<file path="src/rtl/axi_lite_apb_bridge_if.sv">
// axi_lite_apb_bridge_if: AXI4-Lite slave channels plus APB3 requester signals for the bridge.
interface axi_lite_apb_bridge_if #(
    parameter int DATA_WIDTH = 32,
    parameter int ADDR_WIDTH = 32
);
    logic [ADDR_WIDTH-1:0]   AWADDR;
    logic                    AWVALID;
    logic [2:0]              AWPROT;
    logic                    AWREADY;
    logic [DATA_WIDTH-1:0]   WDATA;
    logic [DATA_WIDTH/8-1:0] WSTRB;
    logic                    WVALID;
    logic                    WREADY;
    logic                    BRESP;
    logic                    BVALID;
    logic                    BREADY;
    logic [ADDR_WIDTH-1:0]   ARADDR;
    logic                    ARVALID;
    logic                    ARREADY;
    logic [DATA_WIDTH-1:0]   RDATA;
    logic                    RRESP;
    logic                    RVALID;
    logic                    RREADY;
    logic [ADDR_WIDTH-1:0]   PADDR;
    logic [DATA_WIDTH-1:0]   PWDATA;
    logic                    PSEL;
    logic                    PENABLE;
    logic                    PWRITE;
    logic [DATA_WIDTH-1:0]   PRDATA;
    logic                    PREADY;
    logic                    PSLVERR;

    modport slave (
        input  AWADDR, AWVALID, AWPROT, WDATA, WSTRB, WVALID, BREADY,
               ARADDR, ARVALID, RREADY, PRDATA, PREADY, PSLVERR,
        output AWREADY, WREADY, BRESP, BVALID, ARREADY, RDATA, RRESP, RVALID,
               PADDR, PWDATA, PSEL, PENABLE, PWRITE
    );

    modport master (
        output AWADDR, AWVALID, AWPROT, WDATA, WSTRB, WVALID, BREADY,
               ARADDR, ARVALID, RREADY, PRDATA, PREADY, PSLVERR,
        input  AWREADY, WREADY, BRESP, BVALID, ARREADY, RDATA, RRESP, RVALID,
               PADDR, PWDATA, PSEL, PENABLE, PWRITE
    );
endinterface

</file>
<file path="src/rtl/axi_lite_apb_bridge.sv">
// axi_lite_apb_bridge: AXI4-Lite slave to APB3 requester, one transaction in flight.
// Define AXI_APB_BRIDGE_TIMEOUT_EN to end an APB access with an error after 256 wait cycles.
module axi_lite_apb_bridge #(
    parameter int DATA_WIDTH = 32,
    parameter int ADDR_WIDTH = 32
) (
    input logic                  ACLK,
    input logic                  ARESETn,
    axi_lite_apb_bridge_if.slave bus
);
    typedef enum logic [1:0] {IDLE, SETUP, ACCESS, RESP} state_e;

    state_e                state_q;
    logic                  rd_pri_q, psel_q, penable_q, pwrite_q;
    logic                  bvalid_q, bresp_q, rvalid_q, rresp_q;
    logic [ADDR_WIDTH-1:0] paddr_q;
    logic [DATA_WIDTH-1:0] pwdata_q, rdata_q;
    logic                  wr_req, rd_req, idle, wr_gnt, rd_gnt;
`ifdef AXI_APB_BRIDGE_TIMEOUT_EN
    logic [7:0]            cnt_q;
`endif

    // Readies are combinational so the grant lands in the same IDLE cycle the request appears.
    always_comb begin
        wr_req = bus.AWVALID && bus.WVALID;
        rd_req = bus.ARVALID;
        idle   = ARESETn && state_q == IDLE;
        rd_gnt = idle && rd_req && (rd_pri_q || !wr_req);
        wr_gnt = idle && wr_req && !rd_gnt;
    end

    assign bus.AWREADY = wr_gnt;
    assign bus.WREADY  = wr_gnt;
    assign bus.ARREADY = rd_gnt;
    assign bus.PSEL    = psel_q;
    assign bus.PENABLE = penable_q;
    assign bus.PWRITE  = pwrite_q;
    assign bus.PADDR   = paddr_q;
    assign bus.PWDATA  = pwdata_q;
    assign bus.BVALID  = bvalid_q;
    assign bus.BRESP   = bresp_q;
    assign bus.RVALID  = rvalid_q;
    assign bus.RRESP   = rresp_q;
    assign bus.RDATA   = rdata_q;

    always_ff @(posedge ACLK or negedge ARESETn) begin
        if (!ARESETn) begin
            state_q   <= IDLE;
            rd_pri_q  <= 1'b1;
            psel_q    <= 1'b0;
            penable_q <= 1'b0;
            pwrite_q  <= 1'b0;
            paddr_q   <= '0;
            pwdata_q  <= '0;
            bvalid_q  <= 1'b0;
            bresp_q   <= 1'b0;
            rvalid_q  <= 1'b0;
            rresp_q   <= 1'b0;
            rdata_q   <= '0;
`ifdef AXI_APB_BRIDGE_TIMEOUT_EN
            cnt_q     <= '0;
`endif
        end else begin
            case (state_q)
                IDLE: begin
                    if (wr_gnt || rd_gnt) begin
                        state_q  <= SETUP;
                        psel_q   <= 1'b1;
                        pwrite_q <= wr_gnt;
                        paddr_q  <= wr_gnt ? bus.AWADDR : bus.ARADDR;
                        pwdata_q <= wr_gnt ? bus.WDATA : '0;
                        rd_pri_q <= wr_gnt;
                    end
                end
                SETUP: begin
                    state_q   <= ACCESS;
                    penable_q <= 1'b1;
`ifdef AXI_APB_BRIDGE_TIMEOUT_EN
                    cnt_q     <= '0;
`endif
                end
                ACCESS: begin
`ifdef AXI_APB_BRIDGE_TIMEOUT_EN
                    cnt_q <= cnt_q + 8'd1;
                    if (!bus.PREADY && cnt_q == 8'hff) begin
                        state_q   <= RESP;
                        psel_q    <= 1'b0;
                        penable_q <= 1'b0;
                        bvalid_q  <= pwrite_q;
                        rvalid_q  <= !pwrite_q;
                        bresp_q   <= pwrite_q;
                        rresp_q   <= !pwrite_q;
                        rdata_q   <= '0;
                    end
`endif
                    if (bus.PREADY) begin
                        state_q   <= RESP;
                        psel_q    <= 1'b0;
                        penable_q <= 1'b0;
                        bvalid_q  <= pwrite_q;
                        rvalid_q  <= !pwrite_q;
                        bresp_q   <= pwrite_q && bus.PSLVERR;
                        rresp_q   <= !pwrite_q && bus.PSLVERR;
                        rdata_q   <= pwrite_q ? '0 : bus.PRDATA;
                    end
                end
                RESP: begin
                    if ((bvalid_q && bus.BREADY) || (rvalid_q && bus.RREADY)) begin
                        state_q  <= IDLE;
                        bvalid_q <= 1'b0;
                        rvalid_q <= 1'b0;
                        bresp_q  <= 1'b0;
                        rresp_q  <= 1'b0;
                        rdata_q  <= '0;
                    end
                end
                default: state_q <= IDLE;
            endcase
        end
    end
endmodule

</file>
<file path="src/flat_wrapper.sv">
// flat-port wrapper written by rule: the top's interface ports become plain ports
module axi_lite_apb_bridge_flat 
#(
    parameter int DATA_WIDTH = 32,
    parameter int ADDR_WIDTH = 32
)
  (ACLK, ARESETn, bus_AWADDR, bus_AWVALID, bus_AWPROT, bus_WDATA, bus_WSTRB, bus_WVALID, bus_BREADY, bus_ARADDR, bus_ARVALID, bus_RREADY, bus_PRDATA, bus_PREADY, bus_PSLVERR, bus_AWREADY, bus_WREADY, bus_BRESP, bus_BVALID, bus_ARREADY, bus_RDATA, bus_RRESP, bus_RVALID, bus_PADDR, bus_PWDATA, bus_PSEL, bus_PENABLE, bus_PWRITE);
  axi_lite_apb_bridge_if #(.DATA_WIDTH(DATA_WIDTH), .ADDR_WIDTH(ADDR_WIDTH)) bus_i ();
  input logic ACLK;
  input logic ARESETn;
  input wire logic [$bits(bus_i.AWADDR)-1:0] bus_AWADDR;
  input wire logic [$bits(bus_i.AWVALID)-1:0] bus_AWVALID;
  input wire logic [$bits(bus_i.AWPROT)-1:0] bus_AWPROT;
  input wire logic [$bits(bus_i.WDATA)-1:0] bus_WDATA;
  input wire logic [$bits(bus_i.WSTRB)-1:0] bus_WSTRB;
  input wire logic [$bits(bus_i.WVALID)-1:0] bus_WVALID;
  input wire logic [$bits(bus_i.BREADY)-1:0] bus_BREADY;
  input wire logic [$bits(bus_i.ARADDR)-1:0] bus_ARADDR;
  input wire logic [$bits(bus_i.ARVALID)-1:0] bus_ARVALID;
  input wire logic [$bits(bus_i.RREADY)-1:0] bus_RREADY;
  input wire logic [$bits(bus_i.PRDATA)-1:0] bus_PRDATA;
  input wire logic [$bits(bus_i.PREADY)-1:0] bus_PREADY;
  input wire logic [$bits(bus_i.PSLVERR)-1:0] bus_PSLVERR;
  output wire logic [$bits(bus_i.AWREADY)-1:0] bus_AWREADY;
  output wire logic [$bits(bus_i.WREADY)-1:0] bus_WREADY;
  output wire logic [$bits(bus_i.BRESP)-1:0] bus_BRESP;
  output wire logic [$bits(bus_i.BVALID)-1:0] bus_BVALID;
  output wire logic [$bits(bus_i.ARREADY)-1:0] bus_ARREADY;
  output wire logic [$bits(bus_i.RDATA)-1:0] bus_RDATA;
  output wire logic [$bits(bus_i.RRESP)-1:0] bus_RRESP;
  output wire logic [$bits(bus_i.RVALID)-1:0] bus_RVALID;
  output wire logic [$bits(bus_i.PADDR)-1:0] bus_PADDR;
  output wire logic [$bits(bus_i.PWDATA)-1:0] bus_PWDATA;
  output wire logic [$bits(bus_i.PSEL)-1:0] bus_PSEL;
  output wire logic [$bits(bus_i.PENABLE)-1:0] bus_PENABLE;
  output wire logic [$bits(bus_i.PWRITE)-1:0] bus_PWRITE;
  assign bus_i.AWADDR = bus_AWADDR;
  assign bus_i.AWVALID = bus_AWVALID;
  assign bus_i.AWPROT = bus_AWPROT;
  assign bus_i.WDATA = bus_WDATA;
  assign bus_i.WSTRB = bus_WSTRB;
  assign bus_i.WVALID = bus_WVALID;
  assign bus_i.BREADY = bus_BREADY;
  assign bus_i.ARADDR = bus_ARADDR;
  assign bus_i.ARVALID = bus_ARVALID;
  assign bus_i.RREADY = bus_RREADY;
  assign bus_i.PRDATA = bus_PRDATA;
  assign bus_i.PREADY = bus_PREADY;
  assign bus_i.PSLVERR = bus_PSLVERR;
  assign bus_AWREADY = bus_i.AWREADY;
  assign bus_WREADY = bus_i.WREADY;
  assign bus_BRESP = bus_i.BRESP;
  assign bus_BVALID = bus_i.BVALID;
  assign bus_ARREADY = bus_i.ARREADY;
  assign bus_RDATA = bus_i.RDATA;
  assign bus_RRESP = bus_i.RRESP;
  assign bus_RVALID = bus_i.RVALID;
  assign bus_PADDR = bus_i.PADDR;
  assign bus_PWDATA = bus_i.PWDATA;
  assign bus_PSEL = bus_i.PSEL;
  assign bus_PENABLE = bus_i.PENABLE;
  assign bus_PWRITE = bus_i.PWRITE;
  axi_lite_apb_bridge #(.DATA_WIDTH(DATA_WIDTH), .ADDR_WIDTH(ADDR_WIDTH)) u_core (.ACLK(ACLK), .ARESETn(ARESETn), .bus(bus_i));
endmodule
</file>
<file path="config.mk">
export PLATFORM = sky130hd
export DESIGN_NAME = axi_lite_apb_bridge_flat
export DESIGN_NICKNAME = d
export VERILOG_FILES = /design/src/rtl/axi_lite_apb_bridge_if.sv /design/src/rtl/axi_lite_apb_bridge.sv /design/src/flat_wrapper.sv
export SDC_FILE = /design/constraint.sdc
export NUM_CORES = 1
export LEC_CHECK = 0
export ABC_AREA = 1
export CORE_MARGIN = 2
export CORE_UTILIZATION = 35
export DETAILED_ROUTE_END_ITERATION = 8
export PLACE_DENSITY = 0.8
export SKIP_CTS_REPAIR_TIMING = 1
export SLEW_MARGIN = 20
export SYNTH_ARGS = -nofsm -noshare
export SYNTH_HDL_FRONTEND = slang
export SYNTH_SLANG_ARGS = --single-unit
</file>
<file path="constraint.sdc">
create_clock -name ACLK -period 2.5 [get_ports ACLK]
set_clock_uncertainty 0.1 [all_clocks]
set_input_delay 0.75 -clock ACLK [delete_from_list [all_inputs] [get_ports ACLK]]
set_output_delay 0.75 -clock ACLK [all_outputs]
set_load 0.01 [all_outputs]
</file>
== Word level (Yosys, flattened, before mapping) ==
Cells that the tools add are included.
Widths: inputs -> output; s select.

* Bits of input ports: 144
* Bits in registers: 106
* Logic and storage cells: 66

* Multiplexer cells: 23
* Eq/ne operators: 6
* Reductions and logical operators: 25

{| class="wikitable"
|+ Operator list
! operator !! number
|-
| $mux 32 || 5
|-
| $pmux 32 s2 || 1
|-
| $pmux 1 s2 || 6
|-
| $logic_and 1x1->1 || 10
|-
| $reduce_and 3->1 || 3
|-
| $pmux 2 s4 || 1
|-
| $mux 1 || 7
|-
| $mux 2 || 3
|-
| $reduce_bool 2->1 || 3
|-
| $eq 2x2->1 const B || 2
|-
| $ne 2x2->1 const B || 2
|-
| $reduce_and 2->1 || 2
|-
| $logic_not 1->1 || 3
|-
| $logic_or 1x1->1 || 3
|-
| $eq 2x1->1 const B || 1
|-
| $logic_not 2->1 || 1
|-
| $ne 2x1->1 const B || 1
|}

== Logic depth before layout (Yosys ltp) ==
* Word-level depth: 9
* Mapped depth: 10

== Worst setup path before layout ==
Ideal clock, no wire load.

* Path kind: input to output
* Start: in bus_AWVALID
* End: out bus_WREADY
* Path buffers: 2
* Required time: 1.650 ns
* Data arrival time: 1.515 ns
* Stages on the path: 6
* Slack: 0.135 ns
* Path through: nand2_2 -> inv_1 -> a21oi_4 -> nor2_4 -> buf_2 -> buf_4

* Cells in the longest elaborated chain, start to end: 6
* Elaborated cells between the ends (all ways): 7
* Those cells by class: reduce/logical: 7

{| class="wikitable"
|+ RTL lines
! what !! line !! source
|-
| start: declaration || flat_wrapper.sv:12 || <nowiki>input wire logic [$bits(bus_i.AWVALID)-1:0] bus_AWVALID;</nowiki>
|-
| $logic_and 1x1->1 * || axi_lite_apb_bridge.sv:25 || <nowiki>wr_req = bus.AWVALID && bus.WVALID;</nowiki>
|-
| $logic_not 1->1 || axi_lite_apb_bridge.sv:28 || <nowiki>rd_gnt = idle && rd_req && (rd_pri_q || !wr_req);</nowiki>
|-
| $logic_or 1x1->1 || axi_lite_apb_bridge.sv:28 ||
|-
| $logic_and 1x1->1 || axi_lite_apb_bridge.sv:28 ||
|-
| $logic_not 1->1 || axi_lite_apb_bridge.sv:29 || <nowiki>wr_gnt = idle && wr_req && !rd_gnt;</nowiki>
|-
| $logic_and 1x1->1 * || axi_lite_apb_bridge.sv:29 ||
|-
| end: declaration || flat_wrapper.sv:25 || <nowiki>output wire logic [$bits(bus_i.WREADY)-1:0] bus_WREADY;</nowiki>
|}

Mark *: on every way between the ends. The rest lies on a longest branch, timed or not.

== Worst setup path in the final report ==
* Start: reg u_core.state_q[0]
* End: out bus_AWREADY

* Cells in the longest elaborated chain, start to end: 6
* Elaborated cells between the ends (all ways): 7
* Those cells by class: reduce/logical: 7

{| class="wikitable"
|+ RTL lines
! what !! line !! source
|-
| start: declaration || axi_lite_apb_bridge.sv:13 || <nowiki>state_e state_q;</nowiki>
|-
| start signal: assignment || axi_lite_apb_bridge.sv:48 || <nowiki>state_q <= IDLE;</nowiki>
|-
| start signal: assignment || axi_lite_apb_bridge.sv:67 || <nowiki>state_q <= SETUP;</nowiki>
|-
| start signal: assignment || axi_lite_apb_bridge.sv:76 || <nowiki>state_q <= ACCESS;</nowiki>
|-
| $logic_not 2->1 * || axi_lite_apb_bridge.sv:27 || <nowiki>idle = ARESETn && state_q == IDLE;</nowiki>
|-
| $logic_and 1x1->1 * || axi_lite_apb_bridge.sv:27 ||
|-
| $logic_and 1x1->1 (2 in series) || axi_lite_apb_bridge.sv:28 ||
|-
| $logic_not 1->1 || axi_lite_apb_bridge.sv:29 ||
|-
| $logic_and 1x1->1 * || axi_lite_apb_bridge.sv:29 ||
|-
| end: declaration || flat_wrapper.sv:24 || <nowiki>output wire logic [$bits(bus_i.AWREADY)-1:0] bus_AWREADY;</nowiki>
|}

Marks and branches as above.

==> impl_metrics.tcl <==
set metrics [dict create \
    outcome "completed" \
    antenna_found_initial 1 \
    areaGrowthSynthToFinish_pct 67.2 \
    floorplan.initialDensity 0.356 \
    report.final.hold_viol_count 0 \
    postPlaceCellArea_um2 7170 \
    path_max_fanout 5 \
    timing.critical_path.required_ns 1.65 \
    clk_path_buf_depth 2 \
    number_of_routed_nets_with_antenna_violations 0 \
    hold_path.class "in -> async" \
    critPathCaptureType "primary output" \
    finalSetupViolCount 0 \
    setup_repair_after_global_routing_missed_its_margin "false" \
    netlist-cell-type-count 21 \
    fin_setup_tns_ns 0 \
    per_cell_routed_wire_length_um 14.5 \
    largest_net_degree_at_the_start_of_global_routing 45 \
    worst_ep_arrival_time_ns 1.57 \
    postLayoutCellArea_um2 7490 \
    numCtsBuffers 9 \
    layout.core_utilization 0.596 \
    use_met3 0.0855 \
    total_number_of_vias 4286 \
    postRouteWirelength_mm 13.7 \
    power_density_nw_per_um2 1070 \
    timing_worst_setup_path_type "reg -> out" \
    max_cap_viol_count 0 \
    postSynthRegisterBits 106 \
    groute.usage.overall 0.197 \
    yosysWarningCount 0 \
    global_route_total_overflow 0 \
    number_of_iterations_in_the_first_detailed_routing_pass 4 \
    postSynthAreaPerCell_um2 8.73 \
    most_crowded_layer_gr "met2" \
    place_congestion 0.810 \
    worst_skew_pair_latency_ns 0.34 \
    core_region_area_um2 12600 \
    place_inst 926 \
    synthCells 513 \
    cts_tree "yes" \
    groute.layer.met1.usage 0.232 \
    final_layout_size_suffix_gt1_frac 0.0750 \
    power.leakage_nw 3.62 \
    layoutNonFillerInstCount 946 \
    maxClockFrequency_mhz 413 \
    detail_route.drc_violations 0 \
    start_kind "flip-flop" \
    r2r_cells 10 \
    final_common_cell "sky130_fd_sc_hd__clkdlybuf4s50_1" \
    postSynthNetCount 662 \
    final_critical_path_time_including_i_o_delays_and_setup_ns 2.42 \
    timing.final.max_slew_violations 0 \
    groute.layer.met2.usage 0.315 \
    row_count 41 \
    dp_hpwl_mm 10.3 \
    design.die.area_um2 13700 \
    io_buffer_count 242 \
    grt_pass1_vias 4187 \
    post_synth_instance_area_um2 4480 \
    avgViaCountPerCell 4.53 \
    cts_num_sinks 106 \
    cts_max_level 3 \
    die_x_um 117 \
    final_cell_mix "235 x sky130_fd_sc_hd__clkdlybuf4s50_1, 212 x sky130_fd_sc_hd__nand2_1, 105 x sky130_fd_sc_hd__dfrtp_1" \
    final_net_count 917 \
    vdd_ir_drop_max_mv 0.519 \
    clkSlewWorstSetupHoldPaths_ns 0.07 \
    yosysSeqAreaShare 0.592 \
    floorplan.die.height_um 117 \
    initialDrtViolationCount 236 \
    grt_first_pass_wirelength_mm 20.8 \
    finalCritPeriodShare 0.969 \
    clock-root-buffer "sky130_fd_sc_hd__clkbuf_16" \
    pin_count 250 \
    worstMarginPinSlew_ns 0.547 \
    total_power_mw 8.01 \
    timing.max_slew.rel_slack 0.636 \
]
==> worst max-delay path: stages (launching register included) <==
cell and delay [ns]:
sky130_fd_sc_hd__dfrtp_1 0.37, sky130_fd_sc_hd__inv_2 0.06, sky130_fd_sc_hd__ha_4 0.17, sky130_fd_sc_hd__nand3_2 0.09, sky130_fd_sc_hd__a21oi_4 0.04, sky130_fd_sc_hd__buf_6 0.12, sky130_fd_sc_hd__nor2_4 0.23, sky130_fd_sc_hd__buf_6 0.15
==> layer usage <==
metal  vias up  wire [µm]
met5         -          0
met4         0        286
met3        20       1580
met2       172       6360
met1      1977       5500
li1       2117          -
==> flip-flops by register name, indices dropped and copies added, names as in the netlist <==
signal,count
u_core.state_q,2
u_core.bus.RVALID,1
u_core.bus.RRESP,1
u_core.bus.PSEL,1
u_core.bus.PWDATA,32
u_core.rd_pri_q,1
u_core.bus.PADDR,32
u_core.bus.PENABLE,1
u_core.bus.BVALID,1
u_core.bus.RDATA,32
u_core.bus.BRESP,1
u_core.bus.PWRITE,1
==> cell usage after synthesis, drive strengths merged <==
master	n	area, µm²
nand2	214	808
dfrtp	105	2630
nand3	70	360
inv	46	173
o21ai	38	190
buf	22	158
ha	5	62.6
a21oi	3	26.3
clkbuf	3	11.3
nor2	3	18.8
nand4	2	12.5
dfstp	1	26.3
or2	1	6.26
==> per-stage QoR <==
step                      setup WS, ns  hold WS, ns
after floorplan                  0.135        0.354
after global placement          -0.670        0.361
after detailed placement        -0.681        0.364
after CTS                       -0.686        0.334
after global routing           0.00127        0.358
final                           0.0771        0.337
==> final timing paths <==
path | startpoint | end | slack (ns)
min in group ACLK | u_core.bus.PWDATA[23] | u_core.bus.PWDATA[23] | 0.38
worst min register to register | u_core.bus.PWDATA[23] | u_core.bus.PWDATA[23] | 0.38
worst max-delay path | u_core.state_q[0] | bus_AWREADY | 0.08
worst max register to register | u_core.state_q[0] | u_core.bus.RDATA[13] | 0.62
max in group asynchronous | ARESETn | u_core.bus.PWDATA[0] | 0.96
worst min-delay path | ARESETn | u_core.bus.PSEL | 0.34
==> kinds of logic after synthesis <==
group | count (synthesis) | synth area share
DFF | 106 | 0.592
AOI/OAI and AO/OA | 41 | 0.0483
buffers and inverters | 71 | 0.0762
and+or+nand+nor | 290 | 0.269
adders and majority gates | 5 | 0.0140
==> area by class of cell <==
| class | instances | area, µm² |
|---|---|---|
| clock inverter | 3 | 15.0 |
| clock buffer | 13 | 250 |
| timing repair buffer | 269 | 2680 |
| fill | 1079 | 5080 |
| tap | 172 | 215 |
| multi-input combinational | 336 | 1500 |
| antenna | 1 | 2.50 |
| sequential | 106 | 2650 |
| inverter | 46 | 173 |
==> power by group <==
group / switching, mW / total, mW / leakage, nW / internal (mW)
Clock: 0.611 / 1.31 / 0.133 / 0.700
Combinational: 1.72 / 3.77 / 2.10 / 2.06
Sequential: 0.418 / 2.92 / 1.39 / 2.50
Total: 2.75 / 8.01 / 3.62 / 5.26
No activity file was read; power rests on OpenSTA's default activity.
